<file path="config.mk">
export PLATFORM = sky130hd
export DESIGN_NAME = cpu_clken_gen
export DESIGN_NICKNAME = d
export VERILOG_FILES = /design/src/rtl/cpu_clken_gen_pkg.sv /design/src/rtl/cpu_clken_gen_int_stretcher.sv /design/src/rtl/cpu_clken_gen.sv
export SDC_FILE = /design/constraint.sdc
export NUM_CORES = 1
export LEC_CHECK = 0
export ABC_CLOCK_PERIOD_IN_PS = 2300
export CORE_AREA = 5 5 44 46
export CTS_BUF_LIST = sky130_fd_sc_hd__clkbuf_4 sky130_fd_sc_hd__clkbuf_8 sky130_fd_sc_hd__clkbuf_16
export DETAILED_ROUTE_END_ITERATION = 6
export DIE_AREA = 0 0 49 51
export PLACE_DENSITY = 0.77
export RECOVER_POWER = 50
export REMOVE_ABC_BUFFERS = 1
export SLEW_MARGIN = 20
export SYNTH_ARGS = -nofsm -noshare
export SYNTH_HDL_FRONTEND = slang
export SYNTH_SLANG_ARGS = --single-unit
</file>
<file path="constraint.sdc">
create_clock -name clk -period 2.3 [get_ports clk]
set_input_delay 0.46 -clock clk [delete_from_list [all_inputs] [get_ports clk]]
set_output_delay 0.46 -clock clk [all_outputs]
set_load 0.01 [all_outputs]
</file>
<file path="src/rtl/cpu_clken_gen_pkg.sv">
// ============================================================================
// cpu_clken_gen_pkg -- speed codes, cpu_speed mapping and stretcher states
// Revision 1.0
// ============================================================================
`default_nettype none

package cpu_clken_gen_pkg;

  localparam logic [1:0] SPD_3M5 = 2'b00;
  localparam logic [1:0] SPD_7M  = 2'b01;
  localparam logic [1:0] SPD_14M = 2'b10;
  localparam logic [1:0] SPD_28M = 2'b11;

  typedef enum logic {
    IDLE   = 1'b0,
    ASSERT = 1'b1
  } int_st_t;

  // Codes above 2 all saturate to full master-clock speed.
  function automatic logic [1:0] speed_code(input logic [3:0] cs);
    if (cs >= 4'd3) begin
      return SPD_28M;
    end
    return cs[1:0];
  endfunction

endpackage

`default_nettype wire

</file>
<file path="src/rtl/cpu_clken_gen_int_stretcher.sv">
// ============================================================================
// int_stretcher -- stretches the ULA frame interrupt to INT_TSTATES CPU T-states
// Revision 1.0
// ============================================================================
`default_nettype none

module int_stretcher
  import cpu_clken_gen_pkg::*;
#(
  parameter int INT_TSTATES = 32
) (
  input  logic clk,
  input  logic rst_n,
  input  logic cpu_en,
  input  logic int_n_ula,
  output logic int_n
);

  localparam logic [5:0] LAST = 6'(INT_TSTATES - 1);

  int_st_t    state;
  logic [5:0] ic;
  logic       int_prev;

  always_ff @(posedge clk) begin
    if (!rst_n) begin
      state    <= IDLE;
      ic       <= 6'd0;
      int_prev <= 1'b1;
      int_n    <= 1'b1;
    end else begin
      int_prev <= int_n_ula;
      case (state)
        IDLE: begin
          if (int_prev && !int_n_ula) begin
            state <= ASSERT;
            ic    <= 6'd0;
            int_n <= 1'b0;
          end
        end
        ASSERT: begin
          // Fresh falling edges are ignored here; only T-states end the pulse.
          if (cpu_en) begin
            if (ic == LAST) begin
              state <= IDLE;
              int_n <= 1'b1;
            end else begin
              ic <= ic + 6'd1;
            end
          end
        end
        default: state <= IDLE;
      endcase
    end
  end

endmodule

`default_nettype wire

</file>
<file path="src/rtl/cpu_clken_gen.sv">
// ============================================================================
// cpu_clken_gen -- Z80 T-state enable from 28 MHz with glitch-free speed switch
// Revision 1.0
// ============================================================================
`default_nettype none

module cpu_clken_gen
  import cpu_clken_gen_pkg::*;
#(
  parameter int INT_TSTATES = 32
) (
  input  logic       clk,
  input  logic       rst_n,
  input  logic [3:0] cpu_speed,
  input  logic       force_slow,
  input  logic       wait_n,
  input  logic       int_n_ula,
  output logic       cpu_en,
  output logic [1:0] eff_speed,
  output logic       turbo_active,
  output logic       int_n
);

  logic [2:0] ph;
  logic [1:0] req;
  logic       slot;

  always_comb begin
    req = force_slow ? SPD_3M5 : speed_code(cpu_speed);
  end

  always_comb begin
    slot = 1'b0;
    case (eff_speed)
      SPD_3M5: slot = (ph == 3'd0);
      SPD_7M:  slot = (ph[1:0] == 2'd0);
      SPD_14M: slot = !ph[0];
      default: slot = 1'b1;
    endcase
  end

  // Speed only changes at the end of the ph==7 cycle so every speed's
  // first slot lands on ph==0 and ULA timing stays aligned.
  always_ff @(posedge clk) begin
    if (!rst_n) begin
      ph        <= 3'd0;
      eff_speed <= SPD_3M5;
      cpu_en    <= 1'b0;
    end else begin
      ph     <= ph + 3'd1;
      cpu_en <= slot & wait_n;
      if (ph == 3'd7) begin
        eff_speed <= req;
      end
    end
  end

  assign turbo_active = (eff_speed != SPD_3M5);

  int_stretcher #(
    .INT_TSTATES(INT_TSTATES)
  ) u_int_stretcher (
    .clk      (clk),
    .rst_n    (rst_n),
    .cpu_en   (cpu_en),
    .int_n_ula(int_n_ula),
    .int_n    (int_n)
  );

endmodule

`default_nettype wire

</file>
After elaboration in Yosys (flattened, before gate mapping). Index checks and enable logic that the tools add are counted.

Register bits after elaboration: 15. Output and inout port bits: 5. Input bits: 9. Logic and storage cells: 46.

Add/subtract/negate cells: 2. Mux-type cells: 17. Reduce and logical (&&, ||, !) cells: 9. Equality and inequality tests: 8. Bitwise logic cells: 2. Order comparisons: 1.

Operators with widths (number): 6-bit two-way mux (3); 6-bit case mux with 2 select lines (1); 1-bit two-way mux (7); 6-bit by 1-bit adder with 6-bit output (second input constant) (1); 6-bit by 5-bit == test with 1-bit output (second input constant) (1); 2-bit two-way mux (3); 2-bit != test (second input constant) (3); 3-bit AND reduction (2); 4-bit by 2-bit >= comparator with 1-bit output (second input constant) (1); 2-bit zero test (2); 1-bit case mux with 2 select lines (2); 3-bit by 1-bit adder with 3-bit output (second input constant) (1); 3-bit == test (second input constant) (1); 3-bit zero test (1); 1-bit case mux with 3 select lines (1); 2-bit by 1-bit == test with 1-bit output (second input constant) (1); 2-bit == test (second input constant) (1); 1-bit zero test (2); 2-bit by 1-bit != test with 1-bit output (second input constant) (1); 2-bit nonzero test (1); 1-bit bitwise AND (1); 1-bit logical AND (1); 1-bit NOT (1).

Longest topological paths before layout. Gate-level depths: netlist (run 1).

Word-level depth: 4. Mapped depth: 6. Mapped depth without buffers: 6.

Cells and area by module. A second synthesis (run 1) with hierarchy kept.

Cells, all modules: 80. Area total of the unflattened synthesis: 743.2 um^2.

By module, submodules not included: int_stretcher (times used 1, cells an instance 55, seq. area each 180.2 um^2, area each 484.2 um^2); cpu_clken_gen (times used 1, cells an instance 25, seq. area each 120.1 um^2, area each 259.0 um^2).

Worst setup path before layout (run 1). OpenSTA, ideal clock, no wires.

Kind: register -> register. Start point: register u_int_stretcher.ic[0]. End point: register u_int_stretcher.ic[0]. Clock period less this slack: 1316 ps. Cell stages (with the launch flop): 6. Data required time: 2174 ps. Arrival: 1190 ps. Setup slack: 984 ps. Path buffers: 0. Library setup time: 126 ps. Path through: dfxtp_1 -> ha_1 -> nand4_1 -> or2_2 -> nand2_1 -> o211ai_1.

Cells in the longest elaborated chain, start to end: 4. Elaborated cells on any way between the ends: 7. Those cells by class: add/sub (1); eq/ne (2); mux (3); reduce/logical (1).

RTL lines: start, declared (line cpu_clken_gen_int_stretcher.sv:22) `logic [5:0] ic;`; start signal, assigned (line cpu_clken_gen_int_stretcher.sv:48) `ic <= ic + 6'd1;`; 6-bit by 1-bit adder with 6-bit output (line cpu_clken_gen_int_stretcher.sv:48); 6-bit two-way mux (line cpu_clken_gen_int_stretcher.sv:44) `if (ic == LAST) begin`; 6-bit two-way mux (line cpu_clken_gen_int_stretcher.sv:43) `if (cpu_en) begin`; 6-bit case mux with 2 select lines (line cpu_clken_gen_int_stretcher.sv:33) `case (state)`.

Several ways; a longest one is shown, not always the timed one. The select of a mux whose other input is x is not followed. A chain may end at the register's enable or synchronous reset.

Worst setup path in the final report (run 1).
Start point: register eff_speed[1]. End point: output turbo_active.

Cells in the longest elaborated chain, start to end: 1.

RTL lines: start, declared (line cpu_clken_gen.sv:19) `output logic [1:0] eff_speed,`; start signal, assigned (line cpu_clken_gen.sv:53) `eff_speed <= req;`; 2-bit nonzero test (line cpu_clken_gen.sv:58) `assign turbo_active = (eff_speed != SPD_3M5);`; end, declared (line cpu_clken_gen.sv:20) `output logic turbo_active,`.

Every way passes these cells.

==> impl_metrics.tcl, run 1 <==
set metrics [dict create \
    synthArstFlopShare 0 \
    cp.arrival_ns 1.40 \
    cts_buffers 3 \
    grt_max_degree 18 \
    p_clk_frac 0.315 \
    rsz0062_at_grt "false" \
    power_leakage_nw 0.3302 \
    layout-drive-gt1-share 0.1111 \
    synth_edf_count 0 \
    slowest_stage "clkdlybuf4s50_1" \
    slew_headroom 0.5975 \
    grt_pass1_vias 627 \
    cts_tree "built" \
    syn_inst 84 \
    p_switching_uw 118.9 \
    crit_path_max_fanout 5 \
    p_seq_frac 0.562 \
    setup.worst_path.end_class "primary output" \
    synth_ff_type "dfxtp_1" \
    final_hold_viol_count 0 \
    initial_utilization 0.5009 \
    n_fill_cell 135 \
    synth_top_area_cell "dfxtp_1" \
    cpLargestDelayFamily "buffers and inverters" \
    yosysSeqAreaShare 0.4075 \
    netlist_area_um2 737.0 \
    area_growth_pct 22.92 \
    firstDrtPassIters 4 \
    synth_area_per_cell_um2 8.773 \
    critical_path_class "register to primary output" \
    antenna_found_initial 0 \
    reg2reg_from "u_int_stretcher.ic[0]" \
    post-route-period-util 0.8092 \
    netlist_top_cells_area "dfxtp_1 41%, ha_1 6.8%, nand4_1 5.1%, nor3b_2 5.1%, o211ai_1 5.1%" \
    power_density_mw_per_mm2 553.7 \
    final.setup.tns_ns 0 \
    htreeDepth 1 \
    crit_chain "or2_2, clkdlybuf4s50_1" \
    max_freq_mhz 537.3 \
    routed_wl_um 1447 \
    io_buffers 13 \
    max-clock-path-buffers 2 \
    cp-startpoint "eff_speed[1]" \
    ys_warn_count 0 \
    setup_slack_ns 0.4390 \
    outcome "finished, final reports clean" \
    diodes 0 \
    groute.usage.overall 0.1260 \
    min_period_ns 1.861 \
    mostFrequentLayoutCell "dfxtp_1" \
    ir_worst_vdd_mv 0.3566 \
    layout_common_cells "15 x dfxtp_1, 12 x clkdlybuf4s50_1" \
    die_h_um 51 \
    gp_congestion 0.8250 \
    rows 14 \
    cts-root-buf "clkbuf_4" \
    postCtsSetupBuffers 0 \
    required_ns 1.84 \
    maxCapViolCount 0 \
    setup_viol 0 \
    path_buf_inv 1 \
    startpoint_type "register" \
    synth_cell_type_count 26 \
    ios 14 \
    cts-resized-gates 0 \
    die_w_um 49 \
    grt_pass1_wl_um 2553 \
    fin_util 0.6156 \
    combPwrFrac 0.123 \
    overflow 0 \
    slew_viol_final 0 \
    place_hpwl_um 1089 \
    dr.first_iter.drc_count 17 \
    dp_worst_setup_slack_ns 0.4612 \
    die_area_mm2 0.002499 \
    critPathMaxStageDelay_ns 0.48 \
    postCtsHoldBufs 0 \
    switching_share 0.2370 \
    netlist.area_leader.share 0.4075 \
    hold_class "register to register" \
    min-delay-start "ph[0]" \
    clkSinkCount 15 \
    ys_seq_elements 15 \
    worstMarginPinSlew_ns 0.6037 \
    vias_per_cell 5.730 \
    drc 0 \
    vias 659 \
    worstSkewPairLatency_ns 0.27 \
    drtAntennaViolNets 0 \
    core_area_mm2 0.001471 \
    num-nets-final 113 \
    p_int_uw 382.7 \
    path_clk_slew_ns 0.09 \
    finClkSkew_ns 0.004617 \
    post_drt_wl_per_cell_um 12.58 \
]
stage by stage:
step	total power, mW	std cells	instance area [um^2]	hold slack (ns)
6_report	0.5016	115	905.9	0.4932
4_1_cts	0.5120	115	909.6	0.4958
5_1_grt	0.5292	115	905.9	0.5292
3_3_place_gp	0.3487	111	879.6	0.4600
3_5_place_dp	0.3512	111	879.6	0.4676
2_1_floorplan	0.3164	81	721.9	0.4363
synthesized netlist by cell type, types with 3 or more instances:
library cell   n
nand4_1        6
dfxtp_1       15
a31oi_1        3
nor2_1         3
nand3_1        6
ha_1           4
a21oi_1        6
nand2_1        6
and2_1         3
o211ai_1       5
nor3_1         4
inv_1          4
nor3b_2        3
registers in the layout, summed over array words and instances (netlist names):
| register | cells |
|---|---|
| u_int_stretcher.state | 1 |
| u_int_stretcher.ic | 6 |
| cpu_en | 1 |
| ph | 3 |
| u_int_stretcher.int_n | 1 |
| eff_speed | 2 |
| u_int_stretcher.int_prev | 1 |
per-layer routing:
| metal | track usage | share of wire |
|---|---|---|
| met5 | 0 | 0 |
| met3 | 0.03488 | 0.035 |
| met1 | 0.1536 | 0.48 |
| met2 | 0.2152 | 0.48 |
| met4 | 0.04036 | 0.0090 |
power by group through the flow:
stage / Sequential [mW] / Clock [mW] / Combinational, mW
floorplan: 0.286 / 0 / 0.0299
global placement: 0.288 / 0 / 0.0612
detailed placement: 0.288 / 0 / 0.0632
CTS: 0.282 / 0.166 / 0.0638
global route: 0.284 / 0.177 / 0.0681
finish: 0.282 / 0.158 / 0.0616
cell type report:
cell class              count  area [um^2]  area share
multi-input cells          62        406.6      0.4489
inverters                   4        15.01     0.01657
well taps                  16        20.02     0.02210
repair buffers             14        133.9      0.1478
clock buffers               4        30.03     0.03315
flip-flops and latches     15        300.3      0.3315
final timing paths:
path | cells after the start | endpoint | slack, ns
setup / recovery | 2 | turbo_active | 0.44
hold reg to reg | 1 | ph[0] | 0.49
hold / removal | 1 | ph[0] | 0.49
setup reg to reg | 5 | u_int_stretcher.ic[0] | 0.79
cells by family (layout without fill, tap and decap cells):
family | count (synthesis) | count (layout) | share of synthesized area
buffers and inverters | 7 | 22 | 0.04075
AOI/OAI and AO/OA | 17 | 17 | 0.1460
and+or+nand+nor | 41 | 41 | 0.3379
DFF | 15 | 15 | 0.4075
adders and majority gates | 4 | 4 | 0.06791
worst register-to-register path: stages (launching register included):
cell      delay (ns)
dfxtp_1         0.42
ha_1            0.27
nand4_1         0.17
or2_2           0.34
nand2_1         0.10
o211ai_1        0.10
(Power assumes the default switching activity.)
==> run 2: changes to the inputs <==
--- a/config.mk
+++ b/config.mk
@@ -5,12 +5,12 @@
 export SDC_FILE = /design/constraint.sdc
 export NUM_CORES = 1
 export LEC_CHECK = 0
-export ABC_CLOCK_PERIOD_IN_PS = 2300
-export CORE_AREA = 5 5 44 46
+export ABC_CLOCK_PERIOD_IN_PS = 1700
+export CORE_AREA = 5 5 47 49
 export CTS_BUF_LIST = sky130_fd_sc_hd__clkbuf_4 sky130_fd_sc_hd__clkbuf_8 sky130_fd_sc_hd__clkbuf_16
 export DETAILED_ROUTE_END_ITERATION = 6
-export DIE_AREA = 0 0 49 51
-export PLACE_DENSITY = 0.77
+export DIE_AREA = 0 0 52 54
+export PLACE_DENSITY = 0.7
 export RECOVER_POWER = 50
 export REMOVE_ABC_BUFFERS = 1
 export SLEW_MARGIN = 20
==> constraint.sdc (replaced) <==
create_clock -name clk -period 1.7 [get_ports clk]
set_input_delay 0.34 -clock clk [delete_from_list [all_inputs] [get_ports clk]]
set_output_delay 0.34 -clock clk [all_outputs]
set_load 0.01 [all_outputs]
==> run 2 against run 1 <==
Effect of this change: wire length increased by 1.9%; sequential power rose by 35%; combinational power rose by 32%; critical path depth fell by 1; highest routed layer is now met3.
==> impl_metrics.tcl, run 2 (synthesis results as in run 1) <==
set metrics [dict create \
    outcome "finished, final reports clean" \
    die_h_um 54 \
    area_growth_pct 24.45 \
    cp-startpoint "eff_speed[1]" \
    drc 0 \
    clkSinkCount 15 \
    switching_share 0.2344 \
    critical_path_class "register to primary output" \
    post-route-period-util 0.9439 \
    p_int_uw 517.0 \
    hold_class "register to register" \
    slew_headroom 0.6416 \
    io_buffers 13 \
    combPwrFrac 0.121 \
    drtAntennaViolNets 0 \
    slew_viol_final 0 \
    largest_reg_flops 6 \
    ios 14 \
    cts_buffers 3 \
    final.setup.tns_ns 0 \
    finalNonFillerCells 127 \
    finClkSkew_ns 0.004010 \
    antenna_found_initial 0 \
    ir_worst_vdd_mv 0.5620 \
    cts_tree "built" \
    reg2reg_from "u_int_stretcher.ic[0]" \
    htreeDepth 1 \
    slowest_stage "clkdlybuf4s50_1" \
    critPathMaxStageDelay_ns 0.57 \
    setup_viol 0 \
    crit_path_max_fanout 5 \
    core_area_mm2 0.001822 \
    mostFrequentLayoutCell "dfxtp_1" \
    n_fill_cell 183 \
    rsz0062_at_grt "false" \
    grt_pass1_vias 640 \
    power_leakage_nw 0.3330 \
    path_buf_inv 1 \
    cts-root-buf "clkbuf_4" \
    die_w_um 52 \
    vias 669 \
    post_drt_wl_per_cell_um 11.61 \
    startpoint_type "register" \
    worstSkewPairLatency_ns 0.28 \
    routed_wl_um 1475 \
    initial_utilization 0.4045 \
    min_period_ns 1.605 \
    worstMarginPinSlew_ns 0.5375 \
    firstDrtPassIters 4 \
    grt_max_degree 16 \
    reg.largest.list "u_int_stretcher.ic (6), ph (3), eff_speed (2)" \
    gp_congestion 0.8565 \
    placed_cells 123 \
    vias_per_cell 5.268 \
    crit_chain "clkdlybuf4s50_1" \
    grt_pass1_wl_um 2573 \
    layout-drive-gt1-share 0.1000 \
    cp.arrival_ns 1.26 \
    p_switching_uw 158.3 \
    cpLargestDelayFamily "buffers and inverters" \
    maxCapViolCount 0 \
    diodes 0 \
    p_clk_frac 0.314 \
    rows 16 \
    final_hold_viol_count 0 \
    largest_register "u_int_stretcher.ic" \
    min-delay-start "u_int_stretcher.int_n" \
    die_area_mm2 0.002808 \
    max-clock-path-buffers 2 \
    path_clk_slew_ns 0.08 \
    p_seq_frac 0.565 \
    layout_common_cells "15 x dfxtp_1, 10 x clkdlybuf4s50_1" \
    postCtsSetupBuffers 0 \
    place_hpwl_um 1182 \
    dr.first_iter.drc_count 9 \
    setup.worst_path.end_class "primary output" \
    groute.usage.overall 0.1231 \
    overflow 0 \
    required_ns 1.36 \
    num-nets-final 114 \
    max_freq_mhz 623.2 \
    power_density_mw_per_mm2 736.3 \
]
run 2: area by class of cell:
cell class | count | area (um^2) | area share
Inverter | 4 | 15.01 | 0.01637
Timing Repair Buffer | 15 | 136.4 | 0.1487
Tap cell | 27 | 33.78 | 0.03683
Clock buffer | 4 | 30.03 | 0.03274
Sequential cell | 15 | 300.3 | 0.3274
Multi-Input combinational cell | 62 | 401.6 | 0.4379
run 2: what timing repair did:
action | in CTS | in global routing
gates resized for setup | 1 | 0
setup endpoints to repair | 1 | 0
hold buffers | 0 | 0
run 2: final timing paths:
check / slack (ns) / cells after the start / end
min reg2reg: 0.48 / 2 / u_int_stretcher.int_n
min: 0.48 / 2 / u_int_stretcher.int_n
max: 0.1 / 1 / eff_speed[1]
max reg2reg: 0.20 / 5 / u_int_stretcher.ic[1]
run 2: power by group through the flow:
stage | logic [mW] | clock network, mW | registers, mW
after global routing | 0.0922 | 0.240 | 0.384
after floorplan | 0.0405 | 0 | 0.388
after CTS | 0.0879 | 0.224 | 0.382
after global placement | 0.0846 | 0 | 0.389
final | 0.0816 | 0.212 | 0.381
after detailed placement | 0.0877 | 0 | 0.390
run 2: per-stage QoR:
| stage | setup slack, ns | hold slack, ns | power [mW] | cell area, um^2 | utilization |
|---|---|---|---|---|---|
| 2_1_floorplan | 0.3839 | 0.4130 | 0.4281 | 721.9 | - |
| 3_3_place_gp | 0.05278 | 0.4540 | 0.4739 | 900.9 | 0.4945 |
| 3_5_place_dp | -0.0002385 | 0.4736 | 0.4776 | 900.9 | 0.4945 |
| 4_1_cts | 0.06971 | 0.4931 | 0.6936 | 929.6 | 0.5103 |
| 5_1_grt | 0.02861 | 0.5244 | 0.7157 | 917.1 | 0.5034 |
| 6_report | 0.09543 | 0.4846 | 0.6753 | 917.1 | 0.5034 |
run 2: metal layers:
metal | wire, um | global-route usage | vias to the layer above
met2 | 755 | 0.2155 | 15
met1 | 657 | 0.1386 | 310
met4 | 0 | 0.03930 | 0
met3 | 62 | 0.04432 | 0
li1 | - | - | 344
met5 | 0 | 0 | -
==> run 3: changes to the inputs <==
--- a/config.mk
+++ b/config.mk
@@ -6,11 +6,13 @@
 export NUM_CORES = 1
 export LEC_CHECK = 0
 export ABC_CLOCK_PERIOD_IN_PS = 1700
-export CORE_AREA = 5 5 47 49
-export CTS_BUF_LIST = sky130_fd_sc_hd__clkbuf_4 sky130_fd_sc_hd__clkbuf_8 sky130_fd_sc_hd__clkbuf_16
+export CORE_AREA = 5 5 42 44
+export CTS_BUF_LIST = sky130_fd_sc_hd__clkbuf_4 sky130_fd_sc_hd__clkbuf_8
 export DETAILED_ROUTE_END_ITERATION = 6
-export DIE_AREA = 0 0 52 54
-export PLACE_DENSITY = 0.7
+export DIE_AREA = 0 0 47 49
+export DONT_BUFFER_PORTS = 1
+export GPL_TIMING_DRIVEN = 0
+export PLACE_DENSITY = 0.73
 export RECOVER_POWER = 50
 export REMOVE_ABC_BUFFERS = 1
 export SLEW_MARGIN = 20
==> run 3 against run 2 <==
Effect of this change: global-route usage increased by 1.7 points; non-clock buffer count decreased by 15; total power decreased by 3.4%; fmax increased by 8.2%; wire length decreased by 7.8%; worst hold slack got worse by 0.36 ns; count of clock-buffer cells in the layout unchanged; sequential power about the same; first-iteration DRC count increased by 120%; die area decreased by 18%; via count decreased by 11%; cell count decreased by 20%; critical endpoint is now u_int_stretcher.ic[1]; largest cell class unchanged.
==> impl_metrics.tcl, run 3 (synthesis results as in run 1) <==
set metrics [dict create \
    use_met3 0.02214 \
    grt_pass1_vias 560 \
    cts-root-buf "clkbuf_4" \
    initial_utilization 0.5259 \
    layout_common_cells "15 x dfxtp_1, 6 x nand4_1, 6 x nand2_1, 6 x nand3_1, 6 x a21oi_1" \
    place_area_um2 742.0 \
    grt_pass1_wl_um 2366 \
    cts-resized-gates 0 \
    vias_per_cell 5.911 \
    path_clk_slew_ns 0.09 \
    die_area_mm2 0.002303 \
    finClkSkew_ns 0.001262 \
    num-nets-final 99 \
    firstDrtPassIters 4 \
    grt_max_degree 22 \
    worstMarginPinSlew_ns 0.4861 \
    maxCapViolCount 0 \
    setup_slack_ns 0.2177 \
    largest_reg_flops 6 \
    core_area_mm2 0.001401 \
    setup.worst_path.end_class "register" \
    die_h_um 49 \
    power_density_mw_per_mm2 845.1 \
    htreeDepth 1 \
    clkSinkCount 15 \
    design_area_um2 772.0 \
    ios 14 \
    gp_congestion 0.8110 \
    drc 0 \
    power_leakage_nw 0.2795 \
    drtAntennaViolNets 0 \
    startpoint_type "register" \
    final_hold_viol_count 0 \
    mostFrequentLayoutCell "dfxtp_1" \
    slew_headroom 0.6760 \
    cts_tree "built" \
    rsz0062_at_grt "false" \
    die_w_um 47 \
    final.setup.tns_ns 0 \
    largest_register "u_int_stretcher.ic" \
    cts_buffers 3 \
    busiest_layer "met2" \
    antenna_found_initial 0 \
    setup_viol 0 \
    crit_path_max_fanout 6 \
    io_buffers 0 \
    max-clock-path-buffers 2 \
    area_growth_pct 4.754 \
    placed_cells 97 \
    crit_chain "ha_1, nand4_1, or2_2, nand2_1, o211ai_1" \
    max_freq_mhz 674.6 \
    post_drt_wl_per_cell_um 13.47 \
    postCtsHoldBufs 0 \
    critPathMaxStageDelay_ns 0.41 \
    slowest_stage "dfxtp_1" \
    layout-drive-gt1-share 0.1294 \
    groute.usage.overall 0.1404 \
    dr.first_iter.drc_count 20 \
    ir_worst_vdd_mv 0.4240 \
    hold_class "primary input to register" \
    critical_path_class "register to register" \
    reg.largest.list "u_int_stretcher.ic (6), ph (3), eff_speed (2)" \
    outcome "finished, final reports clean" \
    post-route-period-util 0.8719 \
    use_met2 0.1968 \
    min_period_ns 1.482 \
    finalNonFillerCells 101 \
    timing.hold.ws_ns 0.1286 \
    n_fill_cell 136 \
    diodes 0 \
    register_area_um2 300.3 \
    worstSkewPairLatency_ns 0.28 \
    p_total_uw 652.4 \
    overflow 0 \
    rows 14 \
    required_ns 1.87 \
    met1_usage 0.1881 \
    postCtsSetupBuffers 0 \
    cp.arrival_ns 1.66 \
    multi_input_area_um2 406.6 \
    place_hpwl_um 978.3 \
    routed_wl_um 1360 \
    dp_worst_setup_slack_ns 0.2203 \
    slew_viol_final 0 \
    fin_util 0.5509 \
    vias 597 \
]
## run 3: worst paths after layout
path | from | end | slack, ns | cells after the start
hold reg to reg | ph[0] | ph[0] | 0.48 | 1
setup reg to reg | u_int_stretcher.ic[0] | u_int_stretcher.ic[1] | 0.22 | 5
setup / recovery | u_int_stretcher.ic[0] | u_int_stretcher.ic[1] | 0.22 | 5
hold / removal | rst_n | u_int_stretcher.int_prev | 0.13 | 1
## run 3: per-layer routing
| metal | vias up | share of wire |
|---|---|---|
| met5 | - | 0 |
| met4 | 0 | 0.031 |
| met3 | 4 | 0.040 |
| met2 | 8 | 0.44 |
| met1 | 276 | 0.48 |
| li1 | 309 | - |
## run 3: report_power, final
part           switching, mW  leakage [nW]  internal, mW
clock network          0.115        0.0184         0.107
registers             0.0176         0.123         0.365
logic                 0.0240         0.139        0.0237
## run 3: worst max-delay path, delay by kind of cell (launching register included)
family / cells / cell delay [ns]
flops: 1 / 0.41
simple gates: 3 / 0.60
compound gates: 1 / 0.10
fa+ha+maj: 1 / 0.26
## run 3: layout make-up
| class | instances | share of cell area |
|---|---|---|
| clock buffers | 4 | 0.03890 |
| multi-input cells | 62 | 0.5267 |
| flip-flops and latches | 15 | 0.3890 |
| well taps | 16 | 0.02593 |
| inverters | 4 | 0.01945 |
